## config.mk

```make
export PLATFORM = sky130hd
export DESIGN_NAME = siso_frame_rx
export DESIGN_NICKNAME = d
export VERILOG_FILES = /design/src/rtl/siso_frame_rx.sv
export SDC_FILE = /design/constraint.sdc
export NUM_CORES = 1
export LEC_CHECK = 0
export ABC_CLOCK_PERIOD_IN_PS = 3400
export CAP_MARGIN = 20
export CORE_MARGIN = 2
export CORE_UTILIZATION = 54
export DETAILED_ROUTE_END_ITERATION = 8
export HOLD_SLACK_MARGIN = 0.08
export PLACE_DENSITY = 0.81
export SLEW_MARGIN = 40
export SYNTH_ARGS = -nofsm -noshare
export SYNTH_HDL_FRONTEND = slang
export SYNTH_SLANG_ARGS = --single-unit
```

## constraint.sdc

```tcl
create_clock -name clock -period 3.4 [get_ports clock]
set_input_delay 0.68 -clock clock [delete_from_list [all_inputs] [get_ports clock]]
set_output_delay 0.68 -clock clock [all_outputs]
set_load 0.01 [all_outputs]
```

## src/rtl/siso_frame_rx.sv

```systemverilog
// -----------------------------------------------------------------------------
// siso_frame_rx
//
// Receives framed serial words from an upstream SISO shift register, one bit
// per rising clock edge.  Frame on sin: start bit (1), DATA_W payload bits LSB
// first, optional even-parity bit, stop bit (0).  The line idles at 0.  Each
// good word goes into a one-entry valid/ready output buffer.
//
// Configuration macro:
//   PARITY_EN  - when defined, a parity bit sits between payload and stop bit
//                and the parity_err port exists.  Undefined by default.
//
// Ports:
//   clock       in   system clock, rising edge
//   reset       in   synchronous active-high reset
//   sin         in   serial line (upstream SISO sout)
//   data_ready  in   consumer accepts data_out when data_valid=1
//   data_out    out  [DATA_W] received word, bit 0 = first payload bit
//   data_valid  out  data_out holds an unconsumed word
//   busy        out  receiver is inside a frame
//   frame_err   out  one-cycle pulse: stop bit was 1
//   overflow    out  sticky: good word dropped because the buffer was full
//   parity_err  out  one-cycle pulse: parity mismatch (PARITY_EN only)
// -----------------------------------------------------------------------------
module siso_frame_rx #(
   parameter int DATA_W = 8
) (
   input  logic              clock,
   input  logic              reset,
   input  logic              sin,
   input  logic              data_ready,
   output logic [DATA_W-1:0] data_out,
   output logic              data_valid,
   output logic              busy,
   output logic              frame_err,
   output logic              overflow
`ifdef PARITY_EN
   ,
   output logic              parity_err
`endif
);

   localparam int CNT_W = $clog2(DATA_W);

   typedef enum logic [1:0] {
      IDLE = 2'd0,
      DATA = 2'd1,
      PAR  = 2'd2,
      STOP = 2'd3
   } state_t;

`ifdef PARITY_EN
   localparam state_t AFTER_DATA = PAR;
`else
   localparam state_t AFTER_DATA = STOP;
`endif

   state_t            state;
   state_t            state_next;
   logic [CNT_W-1:0]  bit_cnt;
   logic [DATA_W-1:0] shreg;

   logic last_bit;
   logic stop_edge;
   logic par_bad;
   logic good_frame;
   logic consume;
   logic load;

`ifdef PARITY_EN
   logic par_bit;
   // Even parity: payload plus parity bit must XOR to zero.
   assign par_bad = ^{shreg, par_bit};
`else
   assign par_bad = 1'b0;
`endif

   assign last_bit   = (bit_cnt == CNT_W'(DATA_W - 1));
   assign stop_edge  = (state == STOP);
   assign good_frame = stop_edge && !sin && !par_bad;
   assign consume    = data_valid && data_ready;
   // A word already in the buffer leaves on this same edge when data_ready is
   // high, so the new word may take its place without a bubble.
   assign load       = good_frame && (!data_valid || data_ready);

   // NOTE: every variable assigned in always_comb gets a default first, so
   // no path through the case can leave it unassigned and infer a latch.
   always_comb begin
      state_next = state;
      case (state)
         IDLE:    if (sin) state_next = DATA;
         DATA:    if (last_bit) state_next = AFTER_DATA;
         PAR:     state_next = STOP;
         STOP:    state_next = IDLE;
         default: state_next = IDLE;
      endcase
   end

   // NOTE: sequential state uses non-blocking assignments so every register
   // samples the pre-edge values, independent of statement order.
   always_ff @(posedge clock) begin
      if (reset) begin
         state <= IDLE;
         busy  <= 1'b0;
      end else begin
         state <= state_next;
         busy  <= (state_next != IDLE);
      end
   end

   // NOTE: the datapath is reset along with the control, because data_out is
   // observable and must read zero after reset rather than stale bits.
   always_ff @(posedge clock) begin
      if (reset) begin
         bit_cnt    <= '0;
         shreg      <= '0;
         data_out   <= '0;
         data_valid <= 1'b0;
         frame_err  <= 1'b0;
         overflow   <= 1'b0;
`ifdef PARITY_EN
         par_bit    <= 1'b0;
         parity_err <= 1'b0;
`endif
      end else begin
         frame_err <= stop_edge && sin;
`ifdef PARITY_EN
         parity_err <= stop_edge && par_bad;
         if (state == PAR) par_bit <= sin;
`endif
         // Shift in at the MSB: after DATA_W shifts the first bit sits at bit 0.
         // The counter returns to 0 on the last bit, ready for the next frame.
         if (state == DATA) begin
            shreg   <= {sin, shreg[DATA_W-1:1]};
            bit_cnt <= last_bit ? '0 : bit_cnt + CNT_W'(1);
         end

         if (load) begin
            data_out   <= shreg;
            data_valid <= 1'b1;
         end else if (consume) begin
            data_valid <= 1'b0;
         end

         if (good_frame && data_valid && !data_ready) overflow <= 1'b1;
      end
   end

endmodule

```

Word-level counts from Yosys, hierarchy flattened --
Index checks and enable logic that the tools add are counted.
Word-level totals: word-level logic and storage cells 32, output and inout port bits 12, input port bits 4, flip-flop bits (word level) 25
Cells by class: muxes and demuxes 6, reduce and logical (&&, ||, !) cells 13, add/subtract/negate cells 1, equality and inequality tests 4
Operators with widths (count):
- 2-bit case mux with 4 select lines | 1
- 1-bit logical AND | 6
- 2-bit equality test (second input constant) | 2
- 2-bit 2-to-1 mux | 2
- 2-bit nonzero test | 2
- 3-bit by 1-bit adder with 3-bit output (second input constant) | 1
- 3-bit equality test (second input constant) | 1
- 1-bit logical NOT | 3
- 3-bit 2-to-1 mux | 1
- 2-bit by 1-bit equality test with 1-bit output (second input constant) | 1
- 2-bit logical NOT | 1
- 1-bit 2-to-1 mux | 2
- 1-bit logical OR | 1

Logic depth before layout (Yosys ltp) --
Gate-level depths: netlist of the first run.
depth after elaboration 4, depth in mapped cells 5, depth with buffers taken out 5

Worst setup path after synthesis of the first run --
OpenSTA, ideal clock, no wires.
path type input to register, from input data_ready, to register data_out[2], setup time 0.071 ns, arrival time 1.205 ns, path buffers 1, cell stages on the path 4, data required time 3.329 ns, setup slack 2.124 ns, cells stage by stage nand2b_1 -> clkbuf_1 -> nand3_1 -> a21oi_1
Between the ends: word-level cells in the longest chain between the ends 2
RTL lines:
- start: declaration | RTL line 31 | input logic data_ready,
- 1-bit logical OR | RTL line 84 | assign load = good_frame && (!data_valid || data_ready);
- 1-bit logical AND | RTL line 84
- end signal: assignment | RTL line 139 | data_out <= shreg;
- end: declaration | RTL line 32 | output logic [DATA_W-1:0] data_out,
Every way passes these cells. A chain may end at the register's enable or synchronous reset.

Worst setup path after layout of the first run --
from register data_valid, to output data_valid
RTL lines:
- start: declaration | RTL line 33 | output logic data_valid,
- start signal: assignment | RTL line 118 | data_valid <= 1'b0;
- start signal: assignment | RTL line 140 | data_valid <= 1'b1;
- start signal: assignment | RTL line 142 | data_valid <= 1'b0;
No word-level cell between the ends.

==> results of run 1 <==
kinds of logic after synthesis:
kind of cell | share of synthesized area [%]
AOI/OAI and AO/OA | 12.8
muxes | 10.3
DFF | 51.5
adders and majority gates | 6.44
and+or+nand+nor | 14.9
buffers and inverters | 3.99
worst paths after layout:
| check | end | slack [ns] | cells past startpoint |
|---|---|---|---|
| max | data_valid | 1.51 | 1 |
| min | data_out[5] | 0.48 | 2 |
| max reg2reg | busy | 1.69 | 4 |
| min reg2reg | data_out[5] | 0.48 | 2 |
through the flow:
stage | std cells | setup slack (ns) | hold slack, ns
4_1_cts | 141 | 1.49 | 0.484
5_1_grt | 141 | 1.46 | 0.511
3_5_place_dp | 137 | 1.33 | 0.463
3_3_place_gp | 137 | 1.34 | 0.454
2_1_floorplan | 102 | 2.12 | 0.437
6_report | 141 | 1.51 | 0.483
power groups by stage:
stage | Clock [mW] | Combinational (mW) | Sequential (mW)
after floorplan | 0 | 0.0318 | 0.312
after global placement | 0 | 0.0432 | 0.312
after detailed placement | 0 | 0.0449 | 0.313
after CTS | 0.133 | 0.0449 | 0.306
after global routing | 0.144 | 0.0495 | 0.307
final | 0.127 | 0.0445 | 0.306
state kept, by name, summed over array words and instances, names as in the netlist:
register and cells:
data_out 8, state 2, busy 1, data_valid 1
overflow 1, frame_err 1, bit_cnt 3, shreg 8
final cells by class:
| cell class | count | area [um^2] | share of cell area [%] |
|---|---|---|---|
| clock inverter | 1 | 5.00 | 0.432 |
| tap | 25 | 31.3 | 2.70 |
| inverter | 3 | 11.3 | 0.971 |
| multi-input combinational | 68 | 432 | 37.2 |
| timing repair buffer | 16 | 158 | 13.6 |
| sequential | 25 | 500 | 43.2 |
| clock buffer | 3 | 22.5 | 1.94 |
cell usage after synthesis:
cell	count
dfxtp_1	25
nor2_1	15
a21oi_1	11
mux2i_1	10
nand3_1	8
o21ai_0	8
ha_1	5
clkbuf_1	4
inv_1	3
nand2b_1	3
nor2b_1	2
a211oi_1	1
a311oi_2	1
a31oi_1	1
buf_2	1
buf_4	1
nand2_1	1
nor3b_1	1
or2_1	1
per-layer routing:
metal,vias up,GRT usage (%)
met5,-,0
met4,0,12.0
met3,4,3.53
met2,16,27.5
met1,314,21.7
li1,376,-
==> results by group, run 1 <==
Power and ir drop
  • Design Power: 0.477 mW
  • Sequential power share: 64.1%
  • Static Leak: 0.432 nW
  • Int Power: 0.366 mW
  • Sw frac: 23.4%
  • Comb pwr share: 9.3%
  • Clock Power Share: 26.6%
  • Worst VDD drop: 0.232 mV
  • Power Density: 412 nW/um^2
  • P_sw: 0.112 mW

Final layout
  • Post-route cell area: 1160 um^2
  • Fillcell total: 141
  • Area Overhead vs Synth: 19.5%
  • Final net count: 126
  • Ant diodes: 0
  • Final Util: 67.9%
  • Commonest cells after routing, fill and taps aside: 25 x dfxtp_1, 15 x nor2_1, 15 x clkdlybuf4s50_1
  • Commonest non-fill, non-tap cell in the layout: dfxtp_1
  • Ratio of cells with drive above 1 in the final layout: 5.17%

Worst setup path
  • Critical path required time: 2.72 ns
  • Critical Path Start: data_valid
  • Crit Path Max Fanout: 3
  • Critical Path AT: 1.21 ns
  • CP peak stage delay: 0.54 ns
  • Worst r2r src: state[0]
  • WS Path Type: register to output pin
  • Critical path's slowest cell: clkdlybuf4s50_1
  • Top delay family on crit path: buffers and inverters
  • Crit path buf inv count: 1
  • Critical path launch point type: register
  • Crit-path cells: clkdlybuf4s50_1
  • Crit path capture type: output pin

Floorplanning
  • Core area: 1710 um^2
  • Num rows: 15
  • # IOs: 16
  • Die height: 46.4 um
  • Die area: 2150 um^2
  • Die Width: 46.4 um
  • Initial Util: 56.8%

Synth
  • Post-Syn Nets: 111
  • Synth top area share: 51.5%
  • Area leader, netlist: dfxtp_1
  • Synth cell types: 19
  • Post-Synthesis Cells: 102
  • Syn Area/Cell: 9.52 um^2
  • Yosys reg bits: 25
  • Sequential area share after synthesis: 51.5%
  • Mapped Area: 971 um^2
  • Synth Warn #: 0
  • Top post-synthesis cells by area: dfxtp_1 52%, mux2i_1 10%, ha_1 6.4%

Drt
  • Antenna Nets Post-Route: 0
  • Final wirelength: 1590 um
  • Met1 Wirelength: 773 um
  • Drt pass-1 iters: 4
  • Via-to-Cell Ratio: 5.04
  • Met2 WL: 740 um
  • DRT iter0 DRCs: 8
  • Vias: 710
  • WL/cell: 11.3 um
  • DRC Markers: 0
  • DR WL met3: 48 um
  • Max Used Layer: met4

STA
  • Pin slew with the least headroom to its limit: 0.652 ns
  • Setup TNS: 0 ns
  • Setup Viol. Count Final: 0
  • Post-route clock skew: 0.00278 ns
  • Shortest period the worst path allows: 1.89 ns
  • Achievable Freq: 0.530 GHz
  • RSZ-0062 raised after global routing: no
  • Fin. Hold Viols: 0
  • Slew headroom: 56.5%
  • Slew Limit Fails: 0
  • Final period util: 55.5%

GRT
  • Overflow after GRT: 0
  • Global-route wire length before repair: 2600 um
  • Initial antenna violation count: 0
  • Number of global-route vias before repair: 620
  • GRT Overall Usage: 17.6%
  • Largest net degree at the start of global routing: 15

Hold path
  • HP Start: data_out[5]
  • HP Class: register to register

Clock network
  • Clock Path Buffers: 2
  • Clk root buf: clkbuf_4
  • Clock latency on the worst-skew pair: 0.31 ns
  • Worst-path clk slew: 0.13 ns
  • Sinks on Clock Net: 25
  • CTS tree: done
  • # Post-CTS Setup Buffers: 0
  • Post_cts resized: 0
  • Hold Buf Count CTS: 0
  • Total CTS buffers: 3
  • H-tree depth: 1

Status
  • Status: completed

Flow run
  • Maxcap violations: 0

Placement
  • RePlAce Congestion: 0.787
  • Placed cell area: 1130 um^2
  • IO buf count: 15
  • HPWL Detailed: 1200 um
Power figures use the tool's default switching activity.
==> run 2, diff against run 1 <==
- ABC_CLOCK_PERIOD_IN_PS: 3400 -> 1800
- CORE_UTILIZATION: 54 -> 50
- PLACE_DENSITY: 0.81 -> 0.76
- clock period: 3.4 -> 1.8 ns (I/O delays scaled with it)
==> run 2 against run 1 <==
  * Cell count is 2.8% higher
  * Flip-flop and latch count unchanged
  * Register-to-register slack worse by 1.3 ns
  * Critical path depth unchanged
  * Worst setup slack lost 1.3 ns
  * Sequential power grew 89%
  * Critical endpoint is now data_out[2]
==> results by group, run 2 (synthesis results as in run 1) <==
Floorplanning
  • Num rows: 15
  • # IOs: 16
  • Die Width: 48.1 um
  • Die area: 2310 um^2
  • Initial Util: 54.5%
  • Die height: 48.1 um
  • Core area: 1780 um^2

Final layout
  • Commonest non-fill, non-tap cell in the layout: dfxtp_1
  • Ant diodes: 0
  • Top Registers: data_out x8, shreg x8, bit_cnt x3
  • Final net count: 130
  • Area Overhead vs Synth: 22.4%
  • Ratio of cells with drive above 1 in the final layout: 7.50%
  • Commonest cells after routing, fill and taps aside: 25 x dfxtp_1, 15 x nor2_1, 15 x clkdlybuf4s50_1

Worst setup path
  • Top delay family on crit path: buffers and inverters
  • Worst reg2reg setup slack: 0.39 ns
  • Crit-path cells: clkdlybuf4s50_1
  • WS Path Type: register to output pin
  • Worst Reg-to-Reg Cells: 5
  • Critical path's slowest cell: clkdlybuf4s50_1
  • Reg2reg end: busy
  • Crit path capture type: output pin
  • Crit path buf inv count: 1
  • Critical Path AT: 1.21 ns
  • CP peak stage delay: 0.54 ns
  • Worst r2r src: state[0]
  • Crit Path Max Fanout: 2
  • Critical path required time: 1.44 ns
  • Critical path launch point type: register

Hold path
  • HP Start: data_out[7]
  • HP Class: register to register
  • Cells on Worst Hold Path: 2
  • Hold endpoint: data_out[7]

Power and ir drop
  • Static Leak: 0.450 nW
  • Power Density: 761 nW/um^2
  • Design Power: 0.904 mW
  • Worst VDD drop: 0.491 mV
  • Comb pwr share: 9.8%
  • Sequential power share: 63.9%
  • Clock Power Share: 26.3%
  • P_sw: 0.207 mW
  • Int Power: 0.697 mW
  • Sw frac: 22.9%

GRT
  • Largest net degree at the start of global routing: 16
  • Overflow after GRT: 0
  • Global-route wire length before repair: 2680 um
  • GRT Overall Usage: 16.7%
  • Number of global-route vias before repair: 615
  • Initial antenna violation count: 0

STA
  • Fin. Hold Viols: 0
  • Shortest period the worst path allows: 1.57 ns
  • Pin slew with the least headroom to its limit: 0.338 ns
  • Slew headroom: 77.5%
  • Final period util: 87.3%
  • Setup Viol. Count Final: 0
  • Setup TNS: 0 ns
  • Slew Limit Fails: 0
  • Post-route clock skew: 0.00364 ns
  • Achievable Freq: 0.637 GHz
  • RSZ-0062 raised after global routing: no

Clock network
  • H-tree depth: 1
  • Sinks on Clock Net: 25
  • Hold Buf Count CTS: 0
  • Post_cts resized: 0
  • Clk root buf: clkbuf_4
  • CTS tree: done
  • Worst-path clk slew: 0.12 ns
  • Clock Path Buffers: 2
  • # Post-CTS Setup Buffers: 0
  • Clock latency on the worst-skew pair: 0.31 ns
  • Total CTS buffers: 3

Placement
  • IO buf count: 15
  • RePlAce Congestion: 0.777
  • HPWL Detailed: 1250 um

Drt
  • DRC Markers: 0
  • DRT iter0 DRCs: 14
  • Via-to-Cell Ratio: 5.03
  • Antenna Nets Post-Route: 0
  • Vias: 730
  • Final wirelength: 1670 um
  • Drt pass-1 iters: 4
  • WL/cell: 11.5 um

Status
  • Status: completed

Flow run
  • Maxcap violations: 0
-- run 2: changes by cell type in the layout (fill, tap and decap cells not counted) --
cell      previous run  this run
clkinv_2             1         0
clkbuf_1             0         1
buf_4                1         5
-- run 2: worst max-delay path by stage --
stage	startpoint	end	slack, ns	cells after the start
2_1_floorplan	bit_cnt[0]	busy	0.54	5
3_3_place_gp	sin	data_out[4]	0.28	4
3_5_place_dp	sin	data_out[5]	0.21	4
4_1_cts	data_out[2]	data_out[2]	0.21	1
5_1_grt	data_valid	data_valid	0.16	1
6_report	data_out[2]	data_out[2]	0.23	1
-- run 2: layer usage --
metal	GRT usage, %	wire, um
met5	0	0
met4	6.49	23
met3	3.40	43
met2	28.0	815
met1	21.0	784
-- run 2: power groups by stage --
| stage | combinational (mW) | clock (mW) | sequential [mW] |
|---|---|---|---|
| 2_1_floorplan | 0.0601 | 0 | 0.589 |
| 3_3_place_gp | 0.0853 | 0 | 0.589 |
| 3_5_place_dp | 0.0884 | 0 | 0.591 |
| 4_1_cts | 0.0891 | 0.249 | 0.578 |
| 5_1_grt | 0.0982 | 0.269 | 0.580 |
| 6_report | 0.0883 | 0.238 | 0.578 |
-- run 2: final cells by class --
cell class                 count  area [um^2]
timing repair buffer          20          188
fill                         156          594
clock buffer                   4         26.3
sequential                    25          500
multi-input combinational     68          432
inverter                       3         11.3
tap                           25         31.3
-- run 2: through the flow --
| step | setup WS (ns) | hold slack, ns | util, % | instances | cell area, um^2 |
|---|---|---|---|---|---|
| 6_report | 0.229 | 0.483 | 66.7 | 145 | 1190 |
| 5_1_grt | 0.161 | 0.510 | 66.7 | 145 | 1190 |
| 2_1_floorplan | 0.539 | 0.429 | - | 102 | 971 |
| 3_5_place_dp | 0.208 | 0.467 | 65.2 | 141 | 1160 |
| 3_3_place_gp | 0.278 | 0.450 | 65.2 | 141 | 1160 |
| 4_1_cts | 0.208 | 0.486 | 66.7 | 145 | 1190 |
==> run 3, diff against run 2 <==
- CAP_MARGIN: 20 -> 40
- GPL_TIMING_DRIVEN: unset -> 0
==> run 3 against run 2 <==
  * Sequential share of layout area increased by 0.36 points
  * Total power increased by 1.1%
  * Utilization decreased by 0.56 points
  * Register-to-register slack improved by 0.05 ns
  * Combinational power decreased by 2%
  * Highest routed layer unchanged
  * Flip-flop and latch count unchanged
  * Cell area decreased by 0.84%
  * Clock skew increased by 0.0017 ns
  * Maximum frequency decreased by 1.1%
  * Sequential power about the same
  * Clock-buffer cell count unchanged
  * Die area unchanged
==> results by group, run 3 (synthesis results as in run 1) <==
Status
  • Status: completed

Worst setup path
  • Reg2reg end: busy
  • Worst r2r src: bit_cnt[0]
  • Worst Reg-to-Reg Cells: 5
  • Crit path depth: 1
  • Critical path launch point type: register
  • Crit Path Max Fanout: 3
  • Top delay family on crit path: buffers and inverters
  • Critical path's slowest cell: clkdlybuf4s50_1
  • WS Path Type: register to output pin
  • Critical Path AT: 1.23 ns
  • CP peak stage delay: 0.54 ns
  • Crit-path cells: clkdlybuf4s50_1
  • Critical path required time: 1.44 ns
  • Crit path buf inv count: 1
  • Crit path capture type: output pin
  • Worst reg2reg setup slack: 0.44 ns

Clock network
  • # Post-CTS Setup Buffers: 0
  • CTS tree: done
  • Worst-path clk slew: 0.13 ns
  • Total CTS buffers: 3
  • Clk root buf: clkbuf_4
  • Post_cts resized: 0
  • H-tree depth: 1
  • Clock Path Buffers: 2
  • Hold Buf Count CTS: 0
  • Sinks on Clock Net: 25
  • Clock latency on the worst-skew pair: 0.32 ns

STA
  • Fin. Hold Viols: 0
  • Setup Viol. Count Final: 0
  • Slew Limit Fails: 0
  • Post-route clock skew: 0.00531 ns
  • RSZ-0062 raised after global routing: no
  • Achievable Freq: 0.630 GHz
  • Final period util: 88.2%
  • Setup TNS: 0 ns
  • Pin slew with the least headroom to its limit: 0.451 ns
  • Shortest period the worst path allows: 1.59 ns
  • Slew headroom: 69.9%

Power and ir drop
  • Worst VDD drop: 0.492 mV
  • Clock Power Share: 27.3%
  • Int Power: 0.696 mW
  • Sequential power share: 63.2%
  • Comb pwr share: 9.5%
  • Static Leak: 0.440 nW
  • Sw frac: 23.9%
  • P_sw: 0.219 mW
  • Power Density: 776 nW/um^2

GRT
  • Grt peak-use layer: met2
  • Met2 usage: 25.9%
  • M3 GR Usage: 3.77%
  • Number of global-route vias before repair: 663
  • Initial antenna violation count: 0
  • Largest net degree at the start of global routing: 14
  • Overflow after GRT: 0
  • Global-route wire length before repair: 2690 um
  • GRT met1 Usage: 21.6%
  • GRT Overall Usage: 17.0%

Placement
  • Placed cells: 142
  • RePlAce Congestion: 0.769
  • HPWL Detailed: 1280 um
  • IO buf count: 15

Final layout
  • Commonest non-fill, non-tap cell in the layout: dfxtp_1
  • Final net count: 131
  • Top Registers: data_out x8, shreg x8, bit_cnt x3
  • Commonest cells after routing, fill and taps aside: 25 x dfxtp_1, 15 x nor2_1, 15 x clkdlybuf4s50_1
  • Ant diodes: 0
  • Area Overhead vs Synth: 21.4%
  • Ratio of cells with drive above 1 in the final layout: 4.96%
  • Non-Filler Instances: 146
  • Fillcell total: 166

Hold path
  • Cells on Worst Hold Path: 2
  • HP Start: data_out[3]
  • HP Class: register to register
  • Hold endpoint: data_out[3]

Floorplanning
  • Die Width: 48.1 um
  • Num rows: 15
  • Core area: 1780 um^2
  • Die area: 2310 um^2
  • # IOs: 16
  • Initial Util: 54.5%
  • Die height: 48.1 um

Drt
  • WL/cell: 11.5 um
  • DRC Markers: 0
  • Vias: 746
  • Final wirelength: 1680 um
  • Via-to-Cell Ratio: 5.11
  • DRT iter0 DRCs: 2
  • Drt pass-1 iters: 2
  • Antenna Nets Post-Route: 0

Flow run
  • Maxcap violations: 0
run 3: cell types whose count changed in the layout (fill, tap and decap cells not counted), sizes merged:
cell,delta
clkbuf,+4
buf,-3
run 3: worst max-delay path by stage:
stage                     from     endpoint  slack [ns]
finish              data_valid   data_valid        0.21
global placement         reset   bit_cnt[0]        0.22
floorplan           bit_cnt[0]         busy        0.54
detailed placement  data_ready  data_out[1]        0.17
global route        data_valid   data_valid        0.16
CTS                 data_valid   data_valid        0.20
run 3: area by class of cell:
type	instances	area, um^2	area share, %
repair buffers	15	150	12.7
flip-flops and latches	25	500	42.5
multi-input cells	68	432	36.6
inverters	3	11.3	0.955
clock buffers	4	26.3	2.23
well taps	25	31.3	2.65
plain buffers	6	27.5	2.34
run 3: per-stage QoR:
stage	util, %	worst slack, ns	hold WS (ns)	power (mW)	instance area, um^2
floorplan	-	0.539	0.429	0.649	971
global placement	64.6	0.224	0.455	0.674	1150
detailed placement	64.6	0.168	0.466	0.679	1150
CTS	66.1	0.201	0.484	0.922	1180
global route	66.1	0.155	0.500	0.948	1180
finish	66.1	0.212	0.480	0.914	1180
run 3: power by group through the flow:
stage	sequential [mW]	combinational (mW)	clock, mW
3_3_place_gp	0.590	0.0839	0
6_report	0.578	0.0866	0.250
3_5_place_dp	0.591	0.0881	0
5_1_grt	0.581	0.0970	0.270
2_1_floorplan	0.589	0.0601	0
4_1_cts	0.578	0.0884	0.256
run 3: per-layer routing:
| layer | routed length, um | part of all wire, % |
|---|---|---|
| met1 | 788 | 47 |
| met2 | 824 | 49 |
| met3 | 38 | 2.3 |
| met4 | 31 | 1.8 |
| met5 | 0 | 0 |
